File: src/rtl/burst_seq_pkg.sv
// burst_seq_pkg: shared FSM state type, generator period codes and the
// cfg_data field layout used by burst_seq_ctrl and its sub-module.
package burst_seq_pkg;

  // Scheduler states.
  typedef enum logic [2:0] {
    ST_IDLE,
    ST_SELECT,
    ST_SETTLE,
    ST_RUN,
    ST_NEXT,
    ST_FINISH
  } state_e;

  // Burst generator period codes; P_OFF parks the generator.
  typedef enum logic [2:0] {
    P_OFF   = 3'd0,
    P_CODE1 = 3'd1,
    P_CODE2 = 3'd2,
    P_CODE3 = 3'd3,
    P_CODE4 = 3'd4,
    P_CODE5 = 3'd5,
    P_CODE6 = 3'd6,
    P_TEST  = 3'd7
  } period_e;

  // cfg_data layout, relative to the burst count width:
  //   [cnt_w-1:0]       burst count
  //   [cnt_w+2:cnt_w]   period code
  //   [cnt_w+3]         slot enable
  localparam int CFG_CODE_OFS = 0;
  localparam int CFG_EN_OFS   = 3;

  function automatic int cfg_code_lsb(input int cnt_w);
    return cnt_w + CFG_CODE_OFS;
  endfunction

  function automatic int cfg_en_pos(input int cnt_w);
    return cnt_w + CFG_EN_OFS;
  endfunction

endpackage

File: src/rtl/burst_edge_wdog.sv
// burst_edge_wdog: rising-edge detector on the generator sync, per-channel
// edge counter and stall watchdog. Counters are held at zero outside RUN so
// every channel starts with a clean count and a fresh timeout window.
module burst_edge_wdog
  import burst_seq_pkg::*;
#(
  parameter int CNT_W       = 16,
  parameter int TIMEOUT_CYC = 5000000
) (
  input  logic             clk_100,
  input  logic             reset_n,
  input  logic             syn_i,
  input  logic             run_i,
  input  logic [CNT_W-1:0] target_i,
  output logic             edge_o,
  output logic             count_hit_o,
  output logic             timeout_o
);

  localparam int WD_W = (TIMEOUT_CYC > 1) ? $clog2(TIMEOUT_CYC) : 1;

  logic             syn_d_q;
  logic [CNT_W-1:0] cnt_q, cnt_d;
  logic [WD_W-1:0]  wdog_q, wdog_d;

  assign edge_o = syn_i & ~syn_d_q;

  // Final edge of the channel: the edge that brings the count to target.
  assign count_hit_o = run_i & edge_o & ((cnt_q + CNT_W'(1)) == target_i);

  // Raw watchdog expiry; the caller lets a coincident edge win.
  assign timeout_o = run_i & (wdog_q == WD_W'(TIMEOUT_CYC - 1));

  // Next edge count and watchdog value.
  always_comb begin
    // NOTE: every combinational output gets a default first so no path
    // through the block leaves it unassigned and infers a latch.
    cnt_d  = cnt_q;
    wdog_d = wdog_q;
    if (!run_i) begin
      cnt_d  = '0;
      wdog_d = '0;
    end else if (edge_o) begin
      cnt_d  = cnt_q + CNT_W'(1);
      wdog_d = '0;
    end else begin
      wdog_d = wdog_q + WD_W'(1);
    end
  end

  // Sync delay flop plus counter registers.
  always_ff @(posedge clk_100 or negedge reset_n) begin
    // NOTE: state is updated with non-blocking assignments so every flop
    // samples pre-edge values regardless of statement order.
    if (!reset_n) begin
      syn_d_q <= 1'b0;
      cnt_q   <= '0;
      wdog_q  <= '0;
    end else begin
      syn_d_q <= syn_i;
      cnt_q   <= cnt_d;
      wdog_q  <= wdog_d;
    end
  end

endmodule

File: src/rtl/burst_seq_ctrl.sv
// burst_seq_ctrl: scheduler in front of the burst sync generator. Walks the
// enabled channel slots, parks the generator during a settle gap after each
// mux switch, runs the slot's period code for its burst count and skips a
// channel whose generator stalls.
// Build option: define BURST_SEQ_LOOP_EN to repeat the slot list until stop.
module burst_seq_ctrl
  import burst_seq_pkg::*;
#(
  parameter int NUM_CH      = 4,
  parameter int CNT_W       = 16,
  parameter int SETTLE_CYC  = 100000,
  parameter int TIMEOUT_CYC = 5000000
) (
  input  logic             clk_100,
  input  logic             reset_n,
  input  logic             cfg_wr,
  input  logic [2:0]       cfg_addr,
  input  logic [CNT_W+3:0] cfg_data,
  input  logic             start,
  input  logic             stop,
  input  logic             burst_syn,
  output logic [2:0]       burst_period,
  output logic [2:0]       chan_sel,
  output logic             busy,
  output logic             done,
  output logic             seq_err,
  output logic             cfg_rej
);

  localparam int         EN_POS   = cfg_en_pos(CNT_W);
  localparam int         CODE_LSB = cfg_code_lsb(CNT_W);
  localparam int         ST_W     = (SETTLE_CYC > 1) ? $clog2(SETTLE_CYC) : 1;
  localparam logic [2:0] LAST_IDX = 3'(NUM_CH - 1);

  // Channel slot table.
  logic [NUM_CH-1:0] slot_en_q;
  period_e           slot_code_q [NUM_CH];
  logic [CNT_W-1:0]  slot_cnt_q  [NUM_CH];

  // Scheduler registers.
  state_e     state_q, state_d;
  logic [2:0] idx_q, idx_d;
  logic [2:0] chan_sel_q, chan_sel_d;
  period_e    period_q, period_d;
  logic       busy_q, busy_d;
  logic       done_q, done_d;
  logic       seq_err_q, seq_err_d;
  logic       cfg_rej_q, cfg_rej_d;
  logic [ST_W-1:0] settle_q, settle_d;
`ifdef BURST_SEQ_LOOP_EN
  logic       pass_hit_q, pass_hit_d;
`endif

  // Selected slot fields and edge/watchdog status.
  logic             sel_en;
  period_e          sel_code;
  logic [CNT_W-1:0] sel_cnt;
  logic             sel_elig;
  logic             syn_edge, count_hit, wdog_expired;

  // Slot table writes, accepted only while idle.
  always_ff @(posedge clk_100 or negedge reset_n) begin
    // NOTE: the slot table is small and must read as disabled after reset,
    // so it is reset like any other register rather than left as RAM.
    if (!reset_n) begin
      slot_en_q <= '0;
      for (int i = 0; i < NUM_CH; i++) begin
        slot_code_q[i] <= P_OFF;
        slot_cnt_q[i]  <= '0;
      end
    end else if (cfg_wr && state_q == ST_IDLE) begin
      for (int i = 0; i < NUM_CH; i++) begin
        if (cfg_addr == 3'(i)) begin
          slot_en_q[i]   <= cfg_data[EN_POS];
          slot_code_q[i] <= period_e'(cfg_data[CODE_LSB +: 3]);
          slot_cnt_q[i]  <= cfg_data[CNT_W-1:0];
        end
      end
    end
  end

  // Read mux for the slot addressed by idx_q.
  always_comb begin
    sel_en   = 1'b0;
    sel_code = P_OFF;
    sel_cnt  = '0;
    for (int i = 0; i < NUM_CH; i++) begin
      if (idx_q == 3'(i)) begin
        sel_en   = slot_en_q[i];
        sel_code = slot_code_q[i];
        sel_cnt  = slot_cnt_q[i];
      end
    end
  end

  assign sel_elig = sel_en && (sel_code != P_OFF) && (sel_cnt != '0);

  burst_edge_wdog #(
    .CNT_W       (CNT_W),
    .TIMEOUT_CYC (TIMEOUT_CYC)
  ) u_edge_wdog (
    .clk_100     (clk_100),
    .reset_n     (reset_n),
    .syn_i       (burst_syn),
    .run_i       (state_q == ST_RUN),
    .target_i    (sel_cnt),
    .edge_o      (syn_edge),
    .count_hit_o (count_hit),
    .timeout_o   (wdog_expired)
  );

  // Next-state and registered-output logic of the scheduler.
  always_comb begin
    state_d    = state_q;
    idx_d      = idx_q;
    chan_sel_d = chan_sel_q;
    period_d   = period_q;
    busy_d     = busy_q;
    done_d     = 1'b0;
    seq_err_d  = 1'b0;
    settle_d   = settle_q;
    cfg_rej_d  = cfg_wr && (state_q != ST_IDLE);
`ifdef BURST_SEQ_LOOP_EN
    pass_hit_d = pass_hit_q;
`endif

    if (stop && state_q != ST_IDLE) begin
      state_d  = ST_IDLE;
      period_d = P_OFF;
      busy_d   = 1'b0;
    end else begin
      case (state_q)
        ST_IDLE: begin
          period_d = P_OFF;
          if (start && !stop) begin
            state_d = ST_SELECT;
            idx_d   = '0;
            busy_d  = 1'b1;
`ifdef BURST_SEQ_LOOP_EN
            pass_hit_d = 1'b0;
`endif
          end
        end

        ST_SELECT: begin
          if (sel_elig) begin
            chan_sel_d = idx_q;
            settle_d   = '0;
            state_d    = ST_SETTLE;
`ifdef BURST_SEQ_LOOP_EN
            pass_hit_d = 1'b1;
`endif
          end else if (idx_q == LAST_IDX) begin
`ifdef BURST_SEQ_LOOP_EN
            if (pass_hit_q) begin
              done_d     = 1'b1;
              idx_d      = '0;
              pass_hit_d = 1'b0;
            end else begin
              state_d = ST_FINISH;
            end
`else
            state_d = ST_FINISH;
`endif
          end else begin
            idx_d = idx_q + 3'd1;
          end
        end

        ST_SETTLE: begin
          period_d = P_OFF;
          if (settle_q == ST_W'(SETTLE_CYC - 1)) begin
            period_d = sel_code;
            state_d  = ST_RUN;
          end else begin
            settle_d = settle_q + ST_W'(1);
          end
        end

        ST_RUN: begin
          // A final edge coinciding with expiry counts as a normal finish.
          if (count_hit) begin
            period_d = P_OFF;
            state_d  = ST_NEXT;
          end else if (wdog_expired && !syn_edge) begin
            seq_err_d = 1'b1;
            period_d  = P_OFF;
            state_d   = ST_NEXT;
          end
        end

        ST_NEXT: begin
          if (idx_q == LAST_IDX) begin
`ifdef BURST_SEQ_LOOP_EN
            if (pass_hit_q) begin
              done_d     = 1'b1;
              idx_d      = '0;
              pass_hit_d = 1'b0;
              state_d    = ST_SELECT;
            end else begin
              state_d = ST_FINISH;
            end
`else
            state_d = ST_FINISH;
`endif
          end else begin
            idx_d   = idx_q + 3'd1;
            state_d = ST_SELECT;
          end
        end

        ST_FINISH: begin
          done_d  = 1'b1;
          busy_d  = 1'b0;
          state_d = ST_IDLE;
        end

        default: begin
          period_d = P_OFF;
          busy_d   = 1'b0;
          state_d  = ST_IDLE;
        end
      endcase
    end
  end

  // State and output registers.
  always_ff @(posedge clk_100 or negedge reset_n) begin
    if (!reset_n) begin
      state_q    <= ST_IDLE;
      idx_q      <= '0;
      chan_sel_q <= '0;
      period_q   <= P_OFF;
      busy_q     <= 1'b0;
      done_q     <= 1'b0;
      seq_err_q  <= 1'b0;
      cfg_rej_q  <= 1'b0;
      settle_q   <= '0;
`ifdef BURST_SEQ_LOOP_EN
      pass_hit_q <= 1'b0;
`endif
    end else begin
      state_q    <= state_d;
      idx_q      <= idx_d;
      chan_sel_q <= chan_sel_d;
      period_q   <= period_d;
      busy_q     <= busy_d;
      done_q     <= done_d;
      seq_err_q  <= seq_err_d;
      cfg_rej_q  <= cfg_rej_d;
      settle_q   <= settle_d;
`ifdef BURST_SEQ_LOOP_EN
      pass_hit_q <= pass_hit_d;
`endif
    end
  end

  assign burst_period = period_q;
  assign chan_sel     = chan_sel_q;
  assign busy         = busy_q;
  assign done         = done_q;
  assign seq_err      = seq_err_q;
  assign cfg_rej      = cfg_rej_q;

endmodule

File: config.mk
export PLATFORM = sky130hd
export DESIGN_NAME = burst_seq_ctrl
export DESIGN_NICKNAME = d
export VERILOG_FILES = /design/src/rtl/burst_seq_pkg.sv /design/src/rtl/burst_edge_wdog.sv /design/src/rtl/burst_seq_ctrl.sv
export SDC_FILE = /design/constraint.sdc
export NUM_CORES = 1
export LEC_CHECK = 0
export CORE_ASPECT_RATIO = 1.2
export CORE_MARGIN = 10
export CORE_UTILIZATION = 25
export DETAILED_ROUTE_END_ITERATION = 6
export HOLD_SLACK_MARGIN = 0.05
export SLEW_MARGIN = 20
export SYNTH_ARGS = -nofsm -noshare
export SYNTH_HDL_FRONTEND = slang
export SYNTH_SLANG_ARGS = --single-unit
File: constraint.sdc
create_clock -name clk_100 -period 7.8 [get_ports clk_100]
set_input_delay 1.95 -clock clk_100 [delete_from_list [all_inputs] [get_ports clk_100]]
set_output_delay 1.95 -clock clk_100 [all_outputs]
set_load 0.1 [all_outputs]
==> out/metrics.csv <==
stage,metric,value,unit
global_route,number of global-route vias before repair,5760,
timing,Final Slew Violations,0,
clock_tree,Sink Count,153,
die,die area,0.0406,mm²
yosys,"top cells by area, synth","dfrtp_1 (47%), mux2_2 (11%), xor2_1 (4.2%), nor2_1 (3.1%), xnor2_1 (2.8%)",
global_route,GR Util All Layers,9.83,%
timing,max_slew headroom,28.6,%
global_route,total gr overflow,0,
outcome,status,completed,
flow_run,Max Cap Viol,0,
yosys,synth unique cells,90,
drt,via count,5765,
die,Ports,39,
critical_path,CP Launch Type,flop,
die,die width,186,µm
timing,fmax,243,MHz
power_and_ir_drop,Clk pwr share,24.2,%
critical_path,data arrival time at the worst-slack endpoint,4.43,ns
drt,wire per inst,16.2,µm
critical_path,Critical Path RT,8.10,ns
yosys,largest family of logic cells by synthesized area,simple AND/OR/NAND/NOR gates,
timing,final hold vios,0,
timing,Max Clock Skew,0.0129,ns
yosys,ys async rst share,100,%
power_and_ir_drop,pwr/cell area,354,mW/mm²
finish,area grow syn2layout,15.4,%
critical_path,Worst Setup SP,idx_q[0],
power_and_ir_drop,Comb power frac,40.3,%
timing,endpoints failing setup,0,
placed_design,DPL Wire Length,13.5,mm
clock_tree,"Reg clk slew, reported paths",0.06,ns
clock_tree,CTS Hold Bufs,0,
drt,DRC viols,0,
critical_path,cells on worst reg2reg path,9,
power_and_ir_drop,net switching power,1.23,mW
die,CORE AREA,0.0323,mm²
yosys,Synth warnings,0,
worst_hold_path,Hold Path Depth,1,
critical_path,reg-to-reg endpoint,chan_sel[2],
clock_tree,Clock Root Buffer,clkbuf_16,
placed_design,RePlAce Congestion,0.829,
timing,Setup TNS Final,0,ns
timing,final worst-path cycle share,52.8,%
yosys,Syn Inst Count,756,
yosys,Post-Synth Simple-Gate Area,18.5,%
die,Initial Util,25.4,%
global_route,largest net degree at the start of global routing,93,
yosys,Post-Synthesis Cell Area,0.00822,mm²
drt,Iter 0 DRT Violations,492,
clock_tree,Post-CTS Setup Inserts,0,
timing,Final min period,4.12,ns
timing,setup ws final,3.68,ns
finish,share of cells above drive strength 1,20.5,%
yosys,Synth area leader,dfrtp_1,
timing,Fin Hold WS,0.479,ns
timing,worst-margin pin slew,1.07,ns
yosys,area share of fa/ha/maj cells after synthesis,1.22,%
power_and_ir_drop,switching power share of the total,36.7,%
die,die height,219,µm
yosys,multiplexer area fraction after synthesis,11.6,%
worst_hold_path,WHS Endpoint,u_edge_wdog.wdog_q[0],
finish,"commonest non-fill, non-tap cell in the layout",dfrtp_1,
drt,First-pass DRT Iterations,5,
global_route,first-pass GRT wire length,32.2,mm
power_and_ir_drop,Sequential Power Share,35.6,%
finish,final-stage net count,814,
yosys,Post-Syn Nets,793,
drt,Antenna Nets Post-Route,0,
placed_design,IO buf count,38,
yosys,#FFs+latches synth,153,
critical_path,crit path capture type,flop,
critical_path,Crit Path Class,flop to flop,
critical_path,R2R Path Start,idx_q[0],
clock_tree,post_cts resized,0,
power_and_ir_drop,Pleak,3.86,nW
critical_path,reg2reg setup slack,3.68,ns
drt,final wirelength,19.3,mm
finish,most frequent cells in the layout,"dfrtp_1 (153), mux2_2 (80), nor2_1 (67)",
clock_tree,htree depth,4,
clock_tree,TritonCTS clock tree,yes,
critical_path,Worst Path Max Fanout,18,
yosys,complex-gate fraction of the synthesized area,11.4,%
yosys,synthesized area per cell,10.9,µm²
clock_tree,clk_lat worst skew,0.43,ns
yosys,Post-synth EDFFs,0,
die,num rows,72,
yosys,ys flop type,dfrtp_1,
worst_hold_path,beginning of the worst hold path,u_edge_wdog.wdog_q[0],
yosys,Synth Area in XOR/XNOR,6.93,%
timing,RSZ-0062 raised after global routing,no,
clock_tree,Max Buffers Root-to-Sink,2,
power_and_ir_drop,Peak supply drop,134,µV
power_and_ir_drop,P_int,2.13,mW
drt,Vias/cell,4.82,
yosys,share of the synthesized area in the top cell type,46.6,%
clock_tree,CTS Buf Count,17,
finish,ANT cells,0,
worst_hold_path,HP Class,flop to flop,
placed_design,pre-CTS setup slack,3.59,ns
yosys,part of the Yosys area used for sequential elements,46.6,%
global_route,initial antenna violation count,0,
==> metal layers <==
layer | up-vias | share of wire [%] | track usage [%]
met3 | 16 | 3.1 | 2.41
met1 | 2915 | 47 | 12.6
met4 | 0 | 0.76 | 2.06
met2 | 77 | 49 | 16.3
met5 | - | 0 | 0
li1 | 2757 | - | -
==> metrics by stage <==
step	instances	area, µm²	utilization [%]	total power [mW]
global route	1196	9480	29.3	3.57
CTS	1196	9480	29.3	3.38
detailed placement	1165	8910	27.6	2.56
finish	1196	9480	29.3	3.36
global placement	1165	8910	27.5	2.54
floorplan	756	8220	-	2.25
==> state kept, by name, indices dropped and copies added (netlist names), 3 cells and up <==
register	cells
slot_code_q	12
settle_q	17
slot_cnt_q	64
state_q	3
u_edge_wdog.cnt_q	16
burst_period	3
idx_q	3
chan_sel	3
u_edge_wdog.wdog_q	23
slot_en_q	4
==> worst max path at each step <==
| stage | slack, ns | to | cells after the start |
|---|---|---|---|
| final | 3.68 | chan_sel[2] | 9 |
| after global placement | 3.46 | slot_cnt_q[11] | 5 |
| after floorplan | 4.47 | burst_period[1] | 8 |
| after CTS | 3.72 | chan_sel[2] | 9 |
| after global routing | 3.37 | settle_q[16] | 11 |
| after detailed placement | 3.59 | chan_sel[2] | 5 |
==> critical path, stage by stage, from the launching register on <==
cell and delay, ns:
dfrtp_1 0.43, inv_1 0.10, ha_1 0.47, nor2b_1 0.69
a221o_2 0.28, a32oi_1 0.16, a32o_1 0.36, a31oi_4 0.24
nor4b_4 0.89, mux2_1 0.38
==> power by group through the flow <==
stage | Combinational (mW) | Clock (mW) | Sequential (mW)
after floorplan | 1.06 | 0 | 1.20
after global placement | 1.33 | 0 | 1.20
after detailed placement | 1.35 | 0 | 1.21
after CTS | 1.36 | 0.829 | 1.19
after global routing | 1.47 | 0.867 | 1.23
final | 1.35 | 0.811 | 1.19
==> Yosys cell counts, types with 3 or more instances <==
library cell  instances
buf_4                 5
nand2_1              46
o221ai_2              3
nor3_2                3
a32oi_1               3
o211ai_1              3
inv_1                17
mux2_2               80
xor2_1               39
a221oi_2              3
ha_1                  8
o31ai_1               3
and3_1               18
mux2_1                3
nor3_1               17
and3b_1               7
a221o_1               3
nor2b_1               5
clkbuf_1             18
nand3b_1              8
nand2b_1              7
a21oi_1              21
or2b_2                3
o21ai_0              22
nand4_1              12
nor2_1               67
or3_1                 8
buf_6                 8
buf_1                 3
a32o_1                3
a221o_2               3
o22ai_1               4
nand3_2               5
buf_2                 6
o21a_1                4
dfrtp_1             153
nor4b_1               4
and2_1                7
nand3_1              28
a21o_1                8
a31oi_1               6
xnor2_1              26
==> logic make-up (layout without fill, tap and decap cells) <==
kind of cell | Yosys count | count (layout)
buf+inv | 59 | 92
mux | 84 | 84
xor+xnor | 65 | 65
compound gates | 116 | 116
flops | 153 | 153
simple gates | 271 | 271
fa+ha+maj | 8 | 8
==> cell type report <==
cell class              count  area (µm²)
repair buffers             43         419
clock buffers              21         450
inverters                  18        67.6
multi-input cells         544        4090
fillers                  3308       22900
flip-flops and latches    153        3830
clock inverters            10         120
well taps                 407         509
Power figures use the tool's default switching activity.
